==> src/rtl/rr_arb_pkg.sv <==
// Shared definitions for the 4-channel round-robin arbiter.
package rr_arb_pkg;

  localparam int NUM_CH = 4;

  typedef logic [1:0] idx_t;

  // Round-robin successor of a grant index; wraps 3 -> 0.
  function automatic idx_t rr_next(input idx_t g);
    return idx_t'(g + 2'd1);
  endfunction

endpackage

==> src/rtl/mux_case_4x1.sv <==
// Purely combinational 4:1 word select driven by a 2-bit index.
module mux_case_4x1 #(
  parameter int WIDTH = 8
) (
  input  logic [1:0]       sel,
  input  logic [WIDTH-1:0] in0,
  input  logic [WIDTH-1:0] in1,
  input  logic [WIDTH-1:0] in2,
  input  logic [WIDTH-1:0] in3,
  output logic [WIDTH-1:0] out
);

  // Select one of the four channel words.
  always_comb begin
    out = in0;
    case (sel)
      2'd0:    out = in0;
      2'd1:    out = in1;
      2'd2:    out = in2;
      default: out = in3;
    endcase
  end

endmodule

==> src/rtl/rr_arb_4x1.sv <==
// Four-channel round-robin arbiter feeding a single registered output slot.
// The search starts at ptr, which moves one past the last winner so every
// requesting channel is served within four transfers.
module rr_arb_4x1
  import rr_arb_pkg::*;
#(
  parameter int WIDTH    = 8,
  parameter int SEL_BITS = 2
) (
  input  logic                clk,
  input  logic                rst_n,
  input  logic [3:0]          in_valid,
  output logic [3:0]          in_ready,
  input  logic [WIDTH-1:0]    in0,
  input  logic [WIDTH-1:0]    in1,
  input  logic [WIDTH-1:0]    in2,
  input  logic [WIDTH-1:0]    in3,
  output logic                out_valid,
  input  logic                out_ready,
  output logic [WIDTH-1:0]    out_data,
  output logic [SEL_BITS-1:0] out_sel
);

  idx_t             ptr;
  idx_t             grant;
  idx_t             cand;
  logic             found;
  logic             load_en;
  logic [WIDTH-1:0] mux_out;

  // Grant search from ptr upward and per-channel ready generation.
  always_comb begin
    load_en  = !out_valid || out_ready;
    grant    = ptr;
    cand     = ptr;
    found    = 1'b0;
    in_ready = '0;
    for (int k = 0; k < NUM_CH; k++) begin
      cand = idx_t'(ptr + idx_t'(k));
      if (!found && in_valid[cand]) begin
        grant = cand;
        found = 1'b1;
      end
    end
    // rst_n gating keeps ready low for the whole reset window even though
    // the cleared output slot would otherwise allow a load.
    if (rst_n && load_en && found) begin
      in_ready[grant] = 1'b1;
    end
  end

  mux_case_4x1 #(
    .WIDTH(WIDTH)
  ) u_mux (
    .sel(grant),
    .in0(in0),
    .in1(in1),
    .in2(in2),
    .in3(in3),
    .out(mux_out)
  );

  // Output slot and round-robin pointer update.
  always_ff @(posedge clk or negedge rst_n) begin
    if (!rst_n) begin
      out_valid <= 1'b0;
      out_data  <= '0;
      out_sel   <= '0;
      ptr       <= '0;
    end else if (load_en) begin
      if (found) begin
        out_data  <= mux_out;
        out_sel   <= SEL_BITS'(grant);
        out_valid <= 1'b1;
        ptr       <= rr_next(grant);
      end else begin
        out_valid <= 1'b0;
      end
    end
  end

endmodule

==> config.mk <==
export PLATFORM = sky130hd
export DESIGN_NAME = rr_arb_4x1
export DESIGN_NICKNAME = d
export VERILOG_FILES = /design/src/rtl/rr_arb_pkg.sv /design/src/rtl/mux_case_4x1.sv /design/src/rtl/rr_arb_4x1.sv
export SDC_FILE = /design/constraint.sdc
export NUM_CORES = 1
export LEC_CHECK = 0
export BUFFER_PORTS_ARGS = -buffer_cell sky130_fd_sc_hd__buf_2
export CORE_MARGIN = 2
export CORE_UTILIZATION = 46
export CTS_CLUSTER_DIAMETER = 50
export DETAILED_ROUTE_END_ITERATION = 8
export PLACE_DENSITY = 0.84
export SYNTH_ARGS = -nofsm -noshare
export SYNTH_HDL_FRONTEND = slang
export SYNTH_SLANG_ARGS = --single-unit
export TNS_END_PERCENT = 20
==> constraint.sdc <==
create_clock -name clk -period 4.2 [get_ports clk]
set_clock_uncertainty 0.1 [all_clocks]
set_input_delay 0.21 -clock clk [delete_from_list [all_inputs] [get_ports clk]]
set_output_delay 0.21 -clock clk [all_outputs]
set_load 0.005 [all_outputs]
## Yosys cells after proc, flatten, opt, wreduce, memory -nomap -nowiden

Index checks and enable logic that the tools add are counted.

- Output and inout bits: 15
- Memory bits (read-only): 0
- Memories: 0
- Bits in writable memories: 0
- Word-level logic and storage cells: 49
- Latch bits: 0
- Register bits: 13
- Input port bits: 39

- Order comparisons: 6
- Reduce and logical (&&, ||, !) cells: 13
- Equality and inequality tests: 2
- Div/mod/pow operators: 0
- Multiply operators: 0
- Bitwise logic cells: 0
- Add/subtract/negate cells: 4
- Shifts and indexed selects: 0
- Multiplexer cells: 20

Operators by type and width:

| operator | count |
|---|---|
| $pmux 8 s3 | 1 |
| $lt 2x3->1 const B | 5 |
| $mux 1 | 10 |
| $bmux 1 s2 | 4 |
| $logic_and 1x1->1 | 6 |
| $mux 2 | 3 |
| $add 2x1->2 const B | 2 |
| $add 2x2->2 const B | 2 |
| $logic_not 1->1 | 4 |
| $mux 4 | 1 |
| $demux 1 s2 | 1 |
| $eq 2x1->1 const B | 1 |
| $eq 2x2->1 const B | 1 |
| $ge 2x1->1 const B | 1 |
| $logic_not 2->1 | 1 |
| $reduce_and 2->1 | 1 |
| $logic_or 1x1->1 | 1 |

## Longest topological paths before layout

- Depth in word-level cells: 17
- Gate-level depth with buffers: 8
- Gate-level depth less buffers: 7

## By module

From an unflattened synthesis, not the netlist that was laid out.

- Cell total of the unflattened synthesis: 69
- Area, all modules: 918.4 um^2

Modules (own cells, without submodules):

| module | cells an instance | instances | seq. area each (um^2) | area each (um^2) |
|---|---|---|---|---|
| rr_arb_4x1 | 59 | 1 | 325.3 | 721.9 |
| mux_case_4x1 | 10 | 1 | 0.0 | 196.4 |

## Worst setup path before layout

Ideal clock, no wire load.

- Path type: register to register
- From: reg ptr[1]
- To: reg out_data[0]
- Data required time: 3975 ps
- Buffers on the path: 1
- Arrival time: 2066 ps
- Cell stages (with the launch flop): 9
- Period minus slack after synthesis: 2291 ps
- Slack: 1909 ps
- Library setup time: 125 ps
- Cells stage by stage: dfrtp_1 -> o22ai_1 -> a221o_1 -> or2_2 -> ha_1 -> clkbuf_1 -> a222oi_1 -> o21ai_0 -> mux2_4

- Word-level cells in the longest chain between the ends: 14
- Elaborated cells between the ends (all ways): 29
- Those cells by class: add/sub (3); eq/ne (2); mux (16); reduce/logical (8)

Ends and longest elaborated chain:

| item | line | RTL |
|---|---|---|
| from (decl) | rr_arb_4x1.sv:24 | `idx_t ptr;` |
| from (signal assigned) | rr_arb_4x1.sv:75 | `ptr <= rr_next(grant);` |
| branches (longest 14 deep; another with $add 2x1->2) | -- |  |
| to (signal assigned) | rr_arb_4x1.sv:72 | `out_data <= mux_out;` |
| to (decl) | rr_arb_4x1.sv:20 | `output logic [WIDTH-1:0] out_data,` |

Parallel ways; which one is timed is not known. The select of a mux whose other input is x is not followed.
A chain may end at the register's enable or synchronous reset.

## Worst setup path in the final report

Ends and elaborated chain as after synthesis.

==> impl_metrics.tcl <==
set metrics [dict create \
    synth_top_area_cell "dfrtp_1" \
    dieArea_um2 2360 \
    fill_cells 166 \
    antenna_found_initial 0 \
    synth_cells 88 \
    period_minus_slack_ns 2.45 \
    power_leakage_nw 0.622 \
    ys_seq_area_share_pct 35.6 \
    yosysTopAreaCellShare_pct 35.6 \
    wirelength_um 2160 \
    grt_use_total_pct 18.9 \
    min_path_cells 4 \
    io_pins 54 \
    placed_cells 163 \
    drt-wirelength-per-cell_um 12.8 \
    start_kind "register" \
    drc 0 \
    avgSynthCellArea_um2 10.4 \
    final_area_um2 1220 \
    tightest_slew_ns 0.665 \
    final_antenna_net_count 0 \
    holdWs_ns 0.177 \
    holdBufCountCts 1 \
    die_w_um 48.6 \
    place_hpwl_um 1680 \
    maxCapViolCount 0 \
    clockRootBuffer "clkbuf_4" \
    vias_per_cell 5.41 \
    end_kind "register" \
    setup_tns_ns 0 \
    core_um2 1920 \
    grt_max_degree 18 \
    reg2reg_depth 7 \
    start_util_pct 47.5 \
    cts_buffers 3 \
    max-clock-path-buffers 2 \
    cts_num_sinks 13 \
    layout.nets 186 \
    post_cts_buffers 0 \
    syn_nets 132 \
    tritoncts "done" \
    grt_pass1_vias 796 \
    arrival_ns 2.52 \
    synthTopCellsByArea "dfrtp_1 36%, mux2_4 9.9%, a222oi_1 8.8%" \
    grt_overflow 0 \
    stdcell_count 168 \
    maxSlewViolCount 0 \
    rsz0062_at_grt "false" \
    place.gp.congestion 0.803 \
    drt_iter0_drc 42 \
    io_buffers 53 \
    syn_to_final_growth_pct 34.0 \
    register_area_um2 325 \
    drive_gt1_share_pct 51.1 \
    syn_area_um2 913 \
    ys_ff_latch 13 \
    dieHeight_um 48.6 \
    cts.repair.resized 0 \
    n_antenna_cell 0 \
    grt_pass1_wl_um 3480 \
    required_ns 4.27 \
    outcome "finished, final reports clean" \
    hold_path_class "input port to register" \
    synth-warning-count 0 \
    fp-row-count 16 \
    p_total_uw 610 \
    dr.pass1.iters 4 \
    max-slew-margin-rel_pct 55.6 \
    timing.final.crit_share_pct 58.4 \
    synth.distinct_cells 27 \
    placed_cell_area_um2 1190 \
    ir_drop_v 0.000251 \
    cts_max_level 1 \
    hold_viol_final 0 \
    insertion_delay_ns 0.27 \
    via_count 909 \
    worstSetupPathType "register to register" \
    worstPathMaxFanout 9 \
    powerDensity_nw_per_um2 499 \
    max_freq_ghz 0.408 \
    multi_input_area_um2 558 \
    clk_pin_slew_ns 0.08 \
    setup_viol 0 \
]
[registers in the layout, indices dropped and copies added (netlist names)]
name / cells
out_sel: 2
out_data: 8
ptr: 2
out_valid: 1
[cell type report]
cell class                 instances  share of cell area (%)
timing repair buffer              54                    22.5
inverter                           1                   0.307
multi-input combinational         69                    45.6
sequential                        13                    26.6
clock inverter                     1                   0.409
clock buffer                       3                    1.84
tap                               27                    2.76
[placed cells by master, fill, tap and decap left out, drive strengths merged, types with 3 or more instances in the layout]
| master | synthesis | layout |
|---|---|---|
| o21ai | 10 | 10 |
| buf | 3 | 53 |
| nor2 | 3 | 3 |
| nor2b | 5 | 5 |
| a222oi | 8 | 8 |
| or2 | 3 | 3 |
| mux2 | 9 | 9 |
| ha | 5 | 5 |
| dfrtp | 13 | 13 |
| clkbuf | 2 | 3 |
| and3 | 4 | 4 |
| nand2 | 9 | 9 |
[logic make-up (layout without fill, tap and decap cells)]
logic type	Yosys count	after routing	synth area share, %
AO/OA/AOI/OAI	27	27	22.7
flip-flops	13	13	35.6
AND/OR/NAND/NOR	28	28	17.9
adder cells (fa/ha/maj)	5	5	6.85
multiplexers	9	9	13.6
buffers and inverters	6	59	3.29
[critical path, cell delays in order, from the launching register on]
cell and delay [ns]:
dfrtp_1 0.44, o22ai_1 0.11, a221o_1 0.35, or2_2 0.31, ha_1 0.30, a222oi_1 0.34
o21ai_0 0.13, mux2_4 0.27
[synthesized netlist by cell type]
library cell  instances
nor2_1                2
dfrtp_1              13
buf_1                 2
a221o_1               1
nor2b_1               5
o31a_1                1
mux2_2                3
o21bai_1              1
or2b_1                1
o21ai_0              10
and3_1                4
or2_2                 3
o21a_1                2
nor4_4                1
buf_6                 1
nor2_2                1
a2111oi_2             1
mux2_4                6
ha_1                  5
inv_1                 1
o31ai_1               2
a222oi_1              8
clkbuf_1              2
o22ai_1               1
nor3b_1               1
nand2_1               9
nor3_1                1
[through the flow]
stage                     setup WS (ns)  util (%)
after floorplan                    1.91         -
after global placement             1.77      61.7
after detailed placement           1.75      61.7
after CTS                          1.74      63.7
after global routing               1.60      63.7
final                              1.75      63.7
[report_power, final]
group	internal [mW]	switching, mW
Clock	0.0353	0.0416
Combinational	0.177	0.148
Sequential	0.176	0.0326
[path summary, 6_finish.rpt]
kind	start	endpoint	slack [ns]
max in group asynchronous	rst_n	ptr[1]	3.48
min in group asynchronous	rst_n	out_data[4]	0.27
setup / recovery	ptr[1]	out_data[0]	1.75
hold / removal	in3[4]	out_data[4]	0.18
setup reg to reg	ptr[1]	out_data[0]	1.75
hold reg to reg	out_data[2]	out_data[2]	0.41
[routing by layer]
| layer | part of all wire [%] | vias to the layer above | global-route usage, % |
|---|---|---|---|
| met5 | 0 | - | 0 |
| met2 | 45 | 51 | 29.6 |
| li1 | - | 446 | - |
| met4 | 0.74 | 0 | 8.57 |
| met1 | 44 | 410 | 24.6 |
| met3 | 10 | 2 | 4.63 |
Power figures use the tool's default switching activity.
